File: config.mk
export PLATFORM = sky130hd
export DESIGN_NAME = video_serial_rx
export DESIGN_NICKNAME = d
export VERILOG_FILES = /design/src/rtl/video_serial_pkg.sv /design/src/rtl/video_serial_rx_byte.sv /design/src/rtl/video_serial_rx.sv
export SDC_FILE = /design/constraint.sdc
export NUM_CORES = 1
export LEC_CHECK = 0
export ABC_CLOCK_PERIOD_IN_PS = 4760
export CORE_MARGIN = 5
export CORE_UTILIZATION = 55
export CTS_CLUSTER_DIAMETER = 200
export DETAILED_ROUTE_END_ITERATION = 8
export GPL_TIMING_DRIVEN = 0
export PLACE_DENSITY = 0.83
export SYNTH_ARGS = -nofsm -noshare
export SYNTH_HDL_FRONTEND = slang
export SYNTH_HIERARCHICAL = 1
export SYNTH_SLANG_ARGS = --single-unit
export TNS_END_PERCENT = 20
File: constraint.sdc
create_clock -name in_clk -period 4.76 [get_ports in_clk]
set_input_delay 0.476 -clock in_clk [delete_from_list [all_inputs] [get_ports in_clk]]
set_output_delay 0.476 -clock in_clk [all_outputs]
set_load 0.01 [all_outputs]
File: src/rtl/video_serial_pkg.sv
// Shared opcodes and decoder state encoding for the serial display link responder.
package video_serial_pkg;

    localparam logic [7:0] CMD_SWRESET = 8'h01;
    localparam logic [7:0] CMD_SLPOUT  = 8'h11;
    localparam logic [7:0] CMD_INVOFF  = 8'h20;
    localparam logic [7:0] CMD_INVON   = 8'h21;
    localparam logic [7:0] CMD_DISPOFF = 8'h28;
    localparam logic [7:0] CMD_DISPON  = 8'h29;
    localparam logic [7:0] CMD_CASET   = 8'h2a;
    localparam logic [7:0] CMD_RASET   = 8'h2b;
    localparam logic [7:0] CMD_RAMWR   = 8'h2c;
    localparam logic [7:0] CMD_MADCTL  = 8'h36;
    localparam logic [7:0] CMD_COLMOD  = 8'h3a;

    typedef enum logic [2:0] {
        ST_IDLE,
        ST_COL_ADDR,
        ST_ROW_ADDR,
        ST_MEM_WRITE,
        ST_MEM_WRITE_LO,
        ST_MADCTL,
        ST_COLMOD,
        ST_IGNORE
    } t_rx_state;

endpackage

File: src/rtl/video_serial_rx_byte.sv
// Link front end: synchronises the five link wires, detects serial clock rising
// edges and assembles MSB-first words with their command/data flag.
module serial_byte_rx #(
    parameter int   SERIAL_BITS   = 8,
    parameter logic SELECT_ACTIVE = 1'b1
) (
    input  logic                   in_clk,
    input  logic                   in_rst,
    input  logic                   in_vid_rst,
    input  logic                   in_vid_select,
    input  logic                   in_vid_cmd,
    input  logic                   in_vid_serial_clk,
    input  logic                   in_vid_serial,
    output logic                   out_vid_rst,
    output logic                   out_byte_valid,
    output logic                   out_cmd,
    output logic [SERIAL_BITS-1:0] out_data,
    output logic                   out_partial_err
);

    localparam int CNT_BITS = $clog2(SERIAL_BITS + 1);

    logic [1:0]             r_rst_sync;
    logic [1:0]             r_sel_sync;
    logic [1:0]             r_cmd_sync;
    logic [1:0]             r_sclk_sync;
    logic [1:0]             r_sdat_sync;
    logic                   r_sclk_prev;
    logic [CNT_BITS-1:0]    r_cnt;
    logic [SERIAL_BITS-2:0] r_shift;
    logic                   r_valid;
    logic                   r_cmd;
    logic [SERIAL_BITS-1:0] r_data;
    logic                   r_err;

    logic w_rise;
    logic w_selected;
    logic w_clear;

    // Synchronisers only follow in_rst; the synced display reset must keep
    // propagating while it clears everything else. Serial clock idles high.
    always_ff @(posedge in_clk) begin
        if (in_rst) begin
            r_rst_sync  <= 2'b00;
            r_sel_sync  <= 2'b00;
            r_cmd_sync  <= 2'b00;
            r_sclk_sync <= 2'b11;
            r_sdat_sync <= 2'b00;
            r_sclk_prev <= 1'b1;
        end else begin
            r_rst_sync  <= {r_rst_sync[0],  in_vid_rst};
            r_sel_sync  <= {r_sel_sync[0],  in_vid_select};
            r_cmd_sync  <= {r_cmd_sync[0],  in_vid_cmd};
            r_sclk_sync <= {r_sclk_sync[0], in_vid_serial_clk};
            r_sdat_sync <= {r_sdat_sync[0], in_vid_serial};
            r_sclk_prev <= r_sclk_sync[1];
        end
    end

    assign w_rise     = r_sclk_sync[1] & ~r_sclk_prev;
    assign w_selected = (r_sel_sync[1] == SELECT_ACTIVE);
    assign w_clear    = in_rst | r_rst_sync[1];

    always_ff @(posedge in_clk) begin
        if (w_clear) begin
            r_cnt   <= '0;
            r_shift <= '0;
            r_valid <= 1'b0;
            r_cmd   <= 1'b0;
            r_data  <= '0;
            r_err   <= 1'b0;
        end else begin
            r_valid <= 1'b0;
            r_err   <= 1'b0;
            if (!w_selected) begin
                if (r_cnt != '0)
                    r_err <= 1'b1;
                r_cnt <= '0;
            end else if (w_rise) begin
                r_shift <= {r_shift[SERIAL_BITS-3:0], r_sdat_sync[1]};
                if (r_cnt == CNT_BITS'(SERIAL_BITS - 1)) begin
                    r_cnt   <= '0;
                    r_valid <= 1'b1;
                    r_cmd   <= r_cmd_sync[1];
                    r_data  <= {r_shift, r_sdat_sync[1]};
                end else begin
                    r_cnt <= r_cnt + 1'b1;
                end
            end
        end
    end

    assign out_vid_rst     = r_rst_sync[1];
    assign out_byte_valid  = r_valid;
    assign out_cmd         = r_cmd;
    assign out_data        = r_data;
    assign out_partial_err = r_err;

endmodule

File: src/rtl/video_serial_rx.sv
// Serial display link responder: decodes the command subset, tracks the address
// window and emits framebuffer pixel writes with screen coordinates.
module video_serial_rx
    import video_serial_pkg::*;
#(
    parameter int   SERIAL_BITS   = 8,
    parameter int   PIXEL_BITS    = 16,
    parameter int   SCREEN_HOFFS  = 0,
    parameter int   SCREEN_VOFFS  = 0,
    parameter int   SCREEN_WIDTH  = 128,
    parameter int   SCREEN_HEIGHT = 64,
    parameter int   HCTR_BITS     = $clog2(SCREEN_WIDTH),
    parameter int   VCTR_BITS     = $clog2(SCREEN_HEIGHT),
    parameter logic SELECT_ACTIVE = 1'b1
) (
    input  logic                  in_clk,
    input  logic                  in_rst,
    input  logic                  in_vid_rst,
    input  logic                  in_vid_select,
    input  logic                  in_vid_cmd,
    input  logic                  in_vid_serial_clk,
    input  logic                  in_vid_serial,
    output logic                  out_pix_we,
    output logic [HCTR_BITS-1:0]  out_hpix,
    output logic [VCTR_BITS-1:0]  out_vpix,
    output logic [PIXEL_BITS-1:0] out_pixel,
    output logic                  out_frame_done,
    output logic                  out_awake,
    output logic                  out_disp_on,
    output logic                  out_inverted,
    output logic [7:0]            out_madctl,
    output logic [7:0]            out_colmod,
    output logic                  out_proto_err
);

    localparam logic [15:0] DEF_X_END = 16'(SCREEN_WIDTH - 1 + SCREEN_HOFFS);
    localparam logic [15:0] DEF_Y_END = 16'(SCREEN_HEIGHT - 1 + SCREEN_VOFFS);

    logic                   w_vid_rst;
    logic                   w_byte_valid;
    logic                   w_cmd;
    logic [SERIAL_BITS-1:0] w_byte;
    logic                   w_partial_err;

    serial_byte_rx #(
        .SERIAL_BITS   (SERIAL_BITS),
        .SELECT_ACTIVE (SELECT_ACTIVE)
    ) u_byte_rx (
        .in_clk            (in_clk),
        .in_rst            (in_rst),
        .in_vid_rst        (in_vid_rst),
        .in_vid_select     (in_vid_select),
        .in_vid_cmd        (in_vid_cmd),
        .in_vid_serial_clk (in_vid_serial_clk),
        .in_vid_serial     (in_vid_serial),
        .out_vid_rst       (w_vid_rst),
        .out_byte_valid    (w_byte_valid),
        .out_cmd           (w_cmd),
        .out_data          (w_byte),
        .out_partial_err   (w_partial_err)
    );

    t_rx_state              r_state;
    t_rx_state              w_state_next;
    logic [1:0]             r_param_idx;
    logic [SERIAL_BITS-1:0] r_param_hi;
    logic [15:0]            r_param_start;
    logic [15:0]            r_x_start, r_x_end, r_y_start, r_y_end;
    logic [15:0]            r_x, r_y;
    logic [SERIAL_BITS-1:0] r_pix_hi;
    logic                   r_pix_we;
    logic [HCTR_BITS-1:0]   r_hpix;
    logic [VCTR_BITS-1:0]   r_vpix;
    logic [PIXEL_BITS-1:0]  r_pixel;
    logic                   r_frame_done;
    logic                   r_awake, r_disp_on, r_inverted;
    logic [7:0]             r_madctl, r_colmod;
    logic                   r_proto_err;

    logic        w_rst, w_is_cmd, w_is_data, w_soft_rst;
    logic [15:0] w_param_word, w_end_word, w_x_rel, w_y_rel;
    logic        w_visible, w_x_wrap, w_y_wrap;

    assign w_rst      = in_rst | w_vid_rst;
    assign w_is_cmd   = w_byte_valid & ~w_cmd;
    assign w_is_data  = w_byte_valid & w_cmd;
    assign w_soft_rst = w_is_cmd && (w_byte == SERIAL_BITS'(CMD_SWRESET));

    assign w_param_word = 16'({r_param_hi, w_byte});
    assign w_end_word   = (w_param_word < r_param_start) ? r_param_start : w_param_word;

    assign w_x_rel   = r_x - 16'(SCREEN_HOFFS);
    assign w_y_rel   = r_y - 16'(SCREEN_VOFFS);
    assign w_visible = (r_x >= 16'(SCREEN_HOFFS)) && (w_x_rel < 16'(SCREEN_WIDTH)) &&
                       (r_y >= 16'(SCREEN_VOFFS)) && (w_y_rel < 16'(SCREEN_HEIGHT));
    assign w_x_wrap  = (r_x == r_x_end);
    assign w_y_wrap  = (r_y == r_y_end);

    always_ff @(posedge in_clk) begin
        if (w_rst)
            r_state <= ST_IDLE;
        else
            r_state <= w_state_next;
    end

    // Any command byte aborts whatever is in progress.
    always_comb begin
        w_state_next = r_state;
        if (w_is_cmd) begin
            case (w_byte)
                SERIAL_BITS'(CMD_CASET):   w_state_next = ST_COL_ADDR;
                SERIAL_BITS'(CMD_RASET):   w_state_next = ST_ROW_ADDR;
                SERIAL_BITS'(CMD_RAMWR):   w_state_next = ST_MEM_WRITE;
                SERIAL_BITS'(CMD_MADCTL):  w_state_next = ST_MADCTL;
                SERIAL_BITS'(CMD_COLMOD):  w_state_next = ST_COLMOD;
                SERIAL_BITS'(CMD_SWRESET),
                SERIAL_BITS'(CMD_SLPOUT),
                SERIAL_BITS'(CMD_INVOFF),
                SERIAL_BITS'(CMD_INVON),
                SERIAL_BITS'(CMD_DISPOFF),
                SERIAL_BITS'(CMD_DISPON):  w_state_next = ST_IDLE;
                default:                   w_state_next = ST_IGNORE;
            endcase
        end else if (w_is_data) begin
            case (r_state)
                ST_COL_ADDR,
                ST_ROW_ADDR:     if (r_param_idx == 2'd3) w_state_next = ST_IDLE;
                ST_MEM_WRITE:    w_state_next = ST_MEM_WRITE_LO;
                ST_MEM_WRITE_LO: w_state_next = ST_MEM_WRITE;
                ST_MADCTL,
                ST_COLMOD:       w_state_next = ST_IDLE;
                default:         w_state_next = r_state;
            endcase
        end
    end

    // Software reset clears the same state as a hard reset, except the error flag.
    always_ff @(posedge in_clk) begin
        if (w_rst || w_soft_rst) begin
            r_param_idx   <= '0;
            r_param_hi    <= '0;
            r_param_start <= '0;
            r_x_start     <= '0;
            r_x_end       <= DEF_X_END;
            r_y_start     <= '0;
            r_y_end       <= DEF_Y_END;
            r_x           <= '0;
            r_y           <= '0;
            r_pix_hi      <= '0;
            r_pix_we      <= 1'b0;
            r_hpix        <= '0;
            r_vpix        <= '0;
            r_pixel       <= '0;
            r_frame_done  <= 1'b0;
            r_awake       <= 1'b0;
            r_disp_on     <= 1'b0;
            r_inverted    <= 1'b0;
            r_madctl      <= '0;
            r_colmod      <= '0;
        end else begin
            r_pix_we     <= 1'b0;
            r_frame_done <= 1'b0;
            if (w_is_cmd) begin
                r_param_idx <= '0;
                case (w_byte)
                    SERIAL_BITS'(CMD_SLPOUT):  r_awake    <= 1'b1;
                    SERIAL_BITS'(CMD_DISPON):  r_disp_on  <= 1'b1;
                    SERIAL_BITS'(CMD_DISPOFF): r_disp_on  <= 1'b0;
                    SERIAL_BITS'(CMD_INVON):   r_inverted <= 1'b1;
                    SERIAL_BITS'(CMD_INVOFF):  r_inverted <= 1'b0;
                    SERIAL_BITS'(CMD_RAMWR): begin
                        r_x <= r_x_start;
                        r_y <= r_y_start;
                    end
                    default: ;
                endcase
            end else if (w_is_data) begin
                case (r_state)
                    ST_COL_ADDR, ST_ROW_ADDR: begin
                        r_param_idx <= r_param_idx + 2'd1;
                        case (r_param_idx)
                            2'd0, 2'd2: r_param_hi    <= w_byte;
                            2'd1:       r_param_start <= w_param_word;
                            default: begin
                                if (r_state == ST_COL_ADDR) begin
                                    r_x_start <= r_param_start;
                                    r_x_end   <= w_end_word;
                                end else begin
                                    r_y_start <= r_param_start;
                                    r_y_end   <= w_end_word;
                                end
                            end
                        endcase
                    end
                    ST_MEM_WRITE: r_pix_hi <= w_byte;
                    ST_MEM_WRITE_LO: begin
                        r_pixel  <= PIXEL_BITS'({r_pix_hi, w_byte});
                        r_hpix   <= w_x_rel[HCTR_BITS-1:0];
                        r_vpix   <= w_y_rel[VCTR_BITS-1:0];
                        r_pix_we <= w_visible;
                        // Raster order inside the window, wrapping to the next frame.
                        if (w_x_wrap) begin
                            r_x <= r_x_start;
                            if (w_y_wrap) begin
                                r_y          <= r_y_start;
                                r_frame_done <= 1'b1;
                            end else begin
                                r_y <= r_y + 16'd1;
                            end
                        end else begin
                            r_x <= r_x + 16'd1;
                        end
                    end
                    ST_MADCTL: r_madctl <= 8'(w_byte);
                    ST_COLMOD: r_colmod <= 8'(w_byte);
                    default: ;
                endcase
            end
        end
    end

    always_ff @(posedge in_clk) begin
        if (w_rst)
            r_proto_err <= 1'b0;
        else if (w_partial_err || (w_is_data && r_state == ST_IDLE))
            r_proto_err <= 1'b1;
    end

    assign out_pix_we     = r_pix_we;
    assign out_hpix       = r_hpix;
    assign out_vpix       = r_vpix;
    assign out_pixel      = r_pixel;
    assign out_frame_done = r_frame_done;
    assign out_awake      = r_awake;
    assign out_disp_on    = r_disp_on;
    assign out_inverted   = r_inverted;
    assign out_madctl     = r_madctl;
    assign out_colmod     = r_colmod;
    assign out_proto_err  = r_proto_err;

endmodule

Word-level counts from Yosys, hierarchy flattened

Index checks and enable logic that the tools add are counted.

Bits in registers: 217
Input bits: 7
Output and inout bits: 51
Logic and storage cells: 149

Add/subtract/negate cells: 4
Order comparisons: 5
Equality and inequality tests: 25
Mux-type cells: 23
Bitwise logic cells: 14
Reduce and logical (&&, ||, !) cells: 44

Operator list:

| kind                    | count |
|---|---|
| $mux W16                | 12 |
| $eq A8 B6 Y1 const B    | 9 |
| $add A16 B1 Y16 const B | 2 |
| $eq A16 B16 Y1          | 2 |
| $ge A16 B1 Y1 const B   | 2 |
| $reduce_and A3 Y1       | 7 |
| $pmux W3 S6             | 1 |
| $lt A16 B16 Y1          | 1 |
| $lt A16 B7 Y1 const B   | 1 |
| $lt A16 B8 Y1 const B   | 1 |
| $pmux W3 S4             | 1 |
| $reduce_and A4 Y1       | 3 |
| $reduce_or A2 Y1        | 6 |
| $not A1 Y1              | 10 |
| $reduce_and A2 Y1       | 5 |
| $reduce_and A5 Y1       | 2 |
| $reduce_bool A2 Y1      | 5 |
| $eq A3 B3 Y1 const B    | 3 |
| $mux W3                 | 3 |
| $eq A8 B1 Y1 const B    | 1 |
| $eq A8 B5 Y1 const B    | 1 |
| $eq A3 B2 Y1 const B    | 2 |
| $reduce_or A3 Y1        | 2 |
| $reduce_or A6 Y1        | 1 |
| other kinds (21)        | 32 |

Longest topological paths before layout

Word-level depth: 6
Gate-level depth with buffers: 10
Depth with buffers taken out: 8

Modules after synthesis

Netlist, hierarchy kept.

By module, submodules not included:

| module          | instances | cells each | area an instance (µm²) | sequential area each (µm²) |
|---|---|---|---|---|
| video_serial_rx | 1         | 1124       | 9033.7                 | 3683.5 |
| serial_byte_rx  | 1         | 128        | 1183.6                 | 660.6 |

Worst setup path after synthesis

Ideal clock, no wire load.

Kind: reg2reg
From: register r_param_start[15]
To: register r_x_end[2]
Setup time: 0.133 ns
Arrival time: 2.078 ns
Data required time: 4.627 ns
Setup slack: 2.549 ns
Cell stages (with the launch flop): 10
Buffers on the path: 1
Clock period less this slack: 2.211 ns
Path through: dfxtp_1 > inv_1 > ha_1 > nand4_1 > nor3_1 > nand4_1 > o211a_1 > buf_2 > a2111oi_0 > nor3_1

Cells in the longest elaborated chain, start to end: 2

Ends and longest elaborated chain:

| item                   | RTL line               | source |
|---|---|---|
| start, declared        | video_serial_rx.sv:67  | `logic [15:0] r_param_start;` |
| start signal, assigned | video_serial_rx.sv:183 | `2'd1: r_param_start <= w_param_word;` |
| $lt A16 B16 Y1         | video_serial_rx.sv:90  | `assign w_end_word = (w_param_word < r_param_start) ? r_param_start : w_param_word;` |
| $mux W16               | video_serial_rx.sv:90  |  |
| end signal, assigned   | video_serial_rx.sv:187 | `r_x_end <= w_end_word;` |
| end, declared          | video_serial_rx.sv:68  | `logic [15:0] r_x_start, r_x_end, r_y_start, r_y_end;` |

No other way between the ends.
A chain may end at the register's enable or synchronous reset.

Final worst setup path

Ends and elaborated chain as after synthesis.

==> results.cfg <==
[route]
wl_per_cell_um = 19.4
highest_layer = met4
drc = 0
wl_met3_um = 3260
vias = 9795
routedLengthMet1_um = 12300
final_antenna_net_count = 0
drt_iter0_markers = 1129
viasPerCell = 6.20
dr.pass1.iters = 5
wl_met2_um = 13600
routed_wl_um = 30700

[global_routing]
grt_max_degree = 14
grt_first_pass_wirelength_um = 49200
antenna_found_initial = 0
grt_overflow = 0
grt_pass1_vias = 9264
grt_usage = 0.280

[synthesis]
synth_top_family_by_area = simple AND/OR/NAND/NOR gates
synthArstFlopShare = 0
yosysSeqAreaShare = 0.425
synth_top_area_share = 0.425
ys_types = 64
netlist_instances = 1252
synth_fa_ha_area_frac = 0.0294
synth_area_leaders = dfxtp_1, nand2_1, a21oi_1
synth_common_cells = dfxtp_1, nand2_1, a21oi_1, nor3_1, nor2_1
synth_edf_count = 0
synth-compound-area-share = 0.154
synth_xor_area_frac = 0.0300
synth-seq-cells = 217
ys.flop_type = dfxtp_1
ys_warn_count = 6
synth_nets = 1283
yosysMostFrequentCell = dfxtp_1
synthesis.area_mm2 = 0.0102
yosysTopAreaCell = dfxtp_1
synthSimpleGateAreaFrac = 0.253
synthMuxAreaShare = 0.0509
syn-mean-instance-area_um2 = 8.16

[timing]
setup-tns-final_ns = 0
final-setup-viol-count = 0
rsz0062_at_grt = no
worst_slew_pin_slew_ns = 0.942
hold_viol = 0
finClkSkew_ns = 0.0245
fin_crit_sh = 0.620
post-route-min-period_ns = 2.95
report.final.slew_viol_count = 0
fmax_ghz = 0.339
slew_headroom = 0.369

[place]
hpwl_um = 21100
place_inst = 1538
gp_congestion = 0.998
numPortBuffers = 57
placed_area_mm2 = 0.0111

[setup_path]
required_ns = 5.13
path_class = reg2reg
worst_ep_arrival_time_ns = 3.32
crit_fanout = 10
rr_worst_depth = 9
slowest_delay_ns = 0.59
slowest_stage = a2111oi_0
path_cells = inv_1, ha_1, nand4_1, nor3_1, nand4_1, o211a_1, buf_2, a2111oi_0, nor3_1
worst_setup_path_start_kind = flop
endpoint_kind = flop

[cts]
cts_root_buf = clkbuf_16
ctsResizeCount = 0
post_cts.repair.setup_buffers = 0
cts.path.max_buffers = 3
cts_tree = built
clk_pin_slew_worst_paths_ns = 0.06
clock-sinks = 217
worstSkewPairLatency_ns = 0.53
htree_num_levels = 1
cts_hold_buf = 0
numCtsBuffers = 24

[pwr]
power_density_mw_per_mm2 = 318
cellLeakagePower_uw = 0.00409
vdd_drop_max_uv = 285

[finish]
area_growth_syn_to_layout_pct = 16.3
fin_nets = 1366
postLayoutCellArea_mm2 = 0.0119
drive_gt1_frac = 0.0859
stdcell_count = 1580
diodes = 0

[die]
die_w_um = 146
boundaryPins = 58
die_h_um = 146
initial_core_util = 0.563
die-area_mm2 = 0.0214
core_mm2 = 0.0181
rows = 49

[worst_hold_path]
min_path_type = reg2reg
holdPathStages = 1

[run]
maxCapViolCount = 0

[run_status]
status = completed
-- registers in the layout, summed over array words and instances, names as in the netlist, 4 cells and up --
| register | flops |
|---|---|
| out_colmod | 8 |
| out_hpix | 7 |
| out_madctl | 8 |
| out_pixel | 16 |
| out_vpix | 6 |
| r_param_hi | 8 |
| r_param_start | 16 |
| r_pix_hi | 8 |
| r_x | 16 |
| r_x_end | 16 |
| r_x_start | 16 |
| r_y | 16 |
| r_y_end | 16 |
| r_y_start | 16 |
| u_byte_rx/out_data | 8 |
| u_byte_rx/r_cnt | 4 |
| u_byte_rx/r_shift | 7 |
-- per-stage QoR --
stage / hold WS, ns / util / worst slack [ns] / power, uW
floorplan: 0.389 / - / 2.55 / 1910
global placement: 0.393 / 0.610 / 1.95 / 1930
detailed placement: 0.403 / 0.610 / 1.94 / 1930
CTS: 0.415 / 0.655 / 1.90 / 3790
global route: 0.427 / 0.655 / 1.58 / 3880
finish: 0.416 / 0.655 / 1.81 / 3780
-- layout make-up --
class	count	area, um2
Inverter	23	86.3
Timing Repair Buffer	57	571
Multi-Input combinational cell	907	5280
Fill cell	1486	6260
Tap cell	229	287
Clock inverter	9	114
Sequential cell	217	4340
Clock buffer	33	694
Buffer	105	509
-- final timing paths --
| check | start | end | slack, ns |
|---|---|---|---|
| worst max-delay path | r_param_start[15]$_SDFFE_PP0P_ | r_x_end[2]$_SDFFE_PP1P_ | 1.81 |
| worst min-delay path | u_byte_rx/r_sclk_sync[0]$_SDFF_PP1_ | u_byte_rx/r_sclk_sync[1]$_SDFF_PP1_ | 0.42 |
| worst max register to register | r_param_start[15]$_SDFFE_PP0P_ | r_x_end[2]$_SDFFE_PP1P_ | 1.81 |
| worst min register to register | u_byte_rx/r_sclk_sync[0]$_SDFF_PP1_ | u_byte_rx/r_sclk_sync[1]$_SDFF_PP1_ | 0.42 |
-- critical path, delay by kind of cell, from the launching register on --
kind                       cells  cell delay [ns]
buffers and inverters          2             0.30
adders and majority gates      1             0.31
DFF                            1             0.58
AOI/OAI and AO/OA              2             0.90
and+or+nand+nor                4             0.70
-- power by group --
group	switching, uW	internal [uW]	total, uW	leakage [uW]
Sequential	2.16	1820	1820	0.00175
Combinational	53.9	19.4	73.3	0.00195
Clock	760	1130	1890	0.000390
Total	816	2970	3780	0.00409
-- cell families (layout without fill, tap and decap cells) --
kind of cell	after synthesis	in the layout
simple gates	533	533
compound gates	263	263
flops	217	217
buf+inv	128	227
mux	52	52
xor+xnor	35	35
fa+ha+maj	24	24
-- layer usage --
layer  global-route usage  vias to the layer above
li1                     -                     4590
met1                0.374                     4510
met2                0.434                      561
met3               0.0604                      134
met4                0.128                        0
met5                    0                        -
-- layout by cell type (no fill, tap or decap), types with 10 or more instances in the layout --
cell type	count
o22ai_1	16
o21ai_0	44
nand3_1	53
xor2_1	33
a211oi_1	17
a21oi_1	119
clkbuf_16	24
ha_1	24
nand2_1	213
a2111oi_0	13
inv_1	23
dfxtp_1	217
a31oi_1	17
clkbuf_1	53
nor2b_1	13
mux2i_1	52
or3_1	18
or2_2	10
nor2_1	63
buf_2	39
nor4_1	30
nor3_1	74
clkdlybuf4s50_1	57
(Power assumes the default switching activity.)
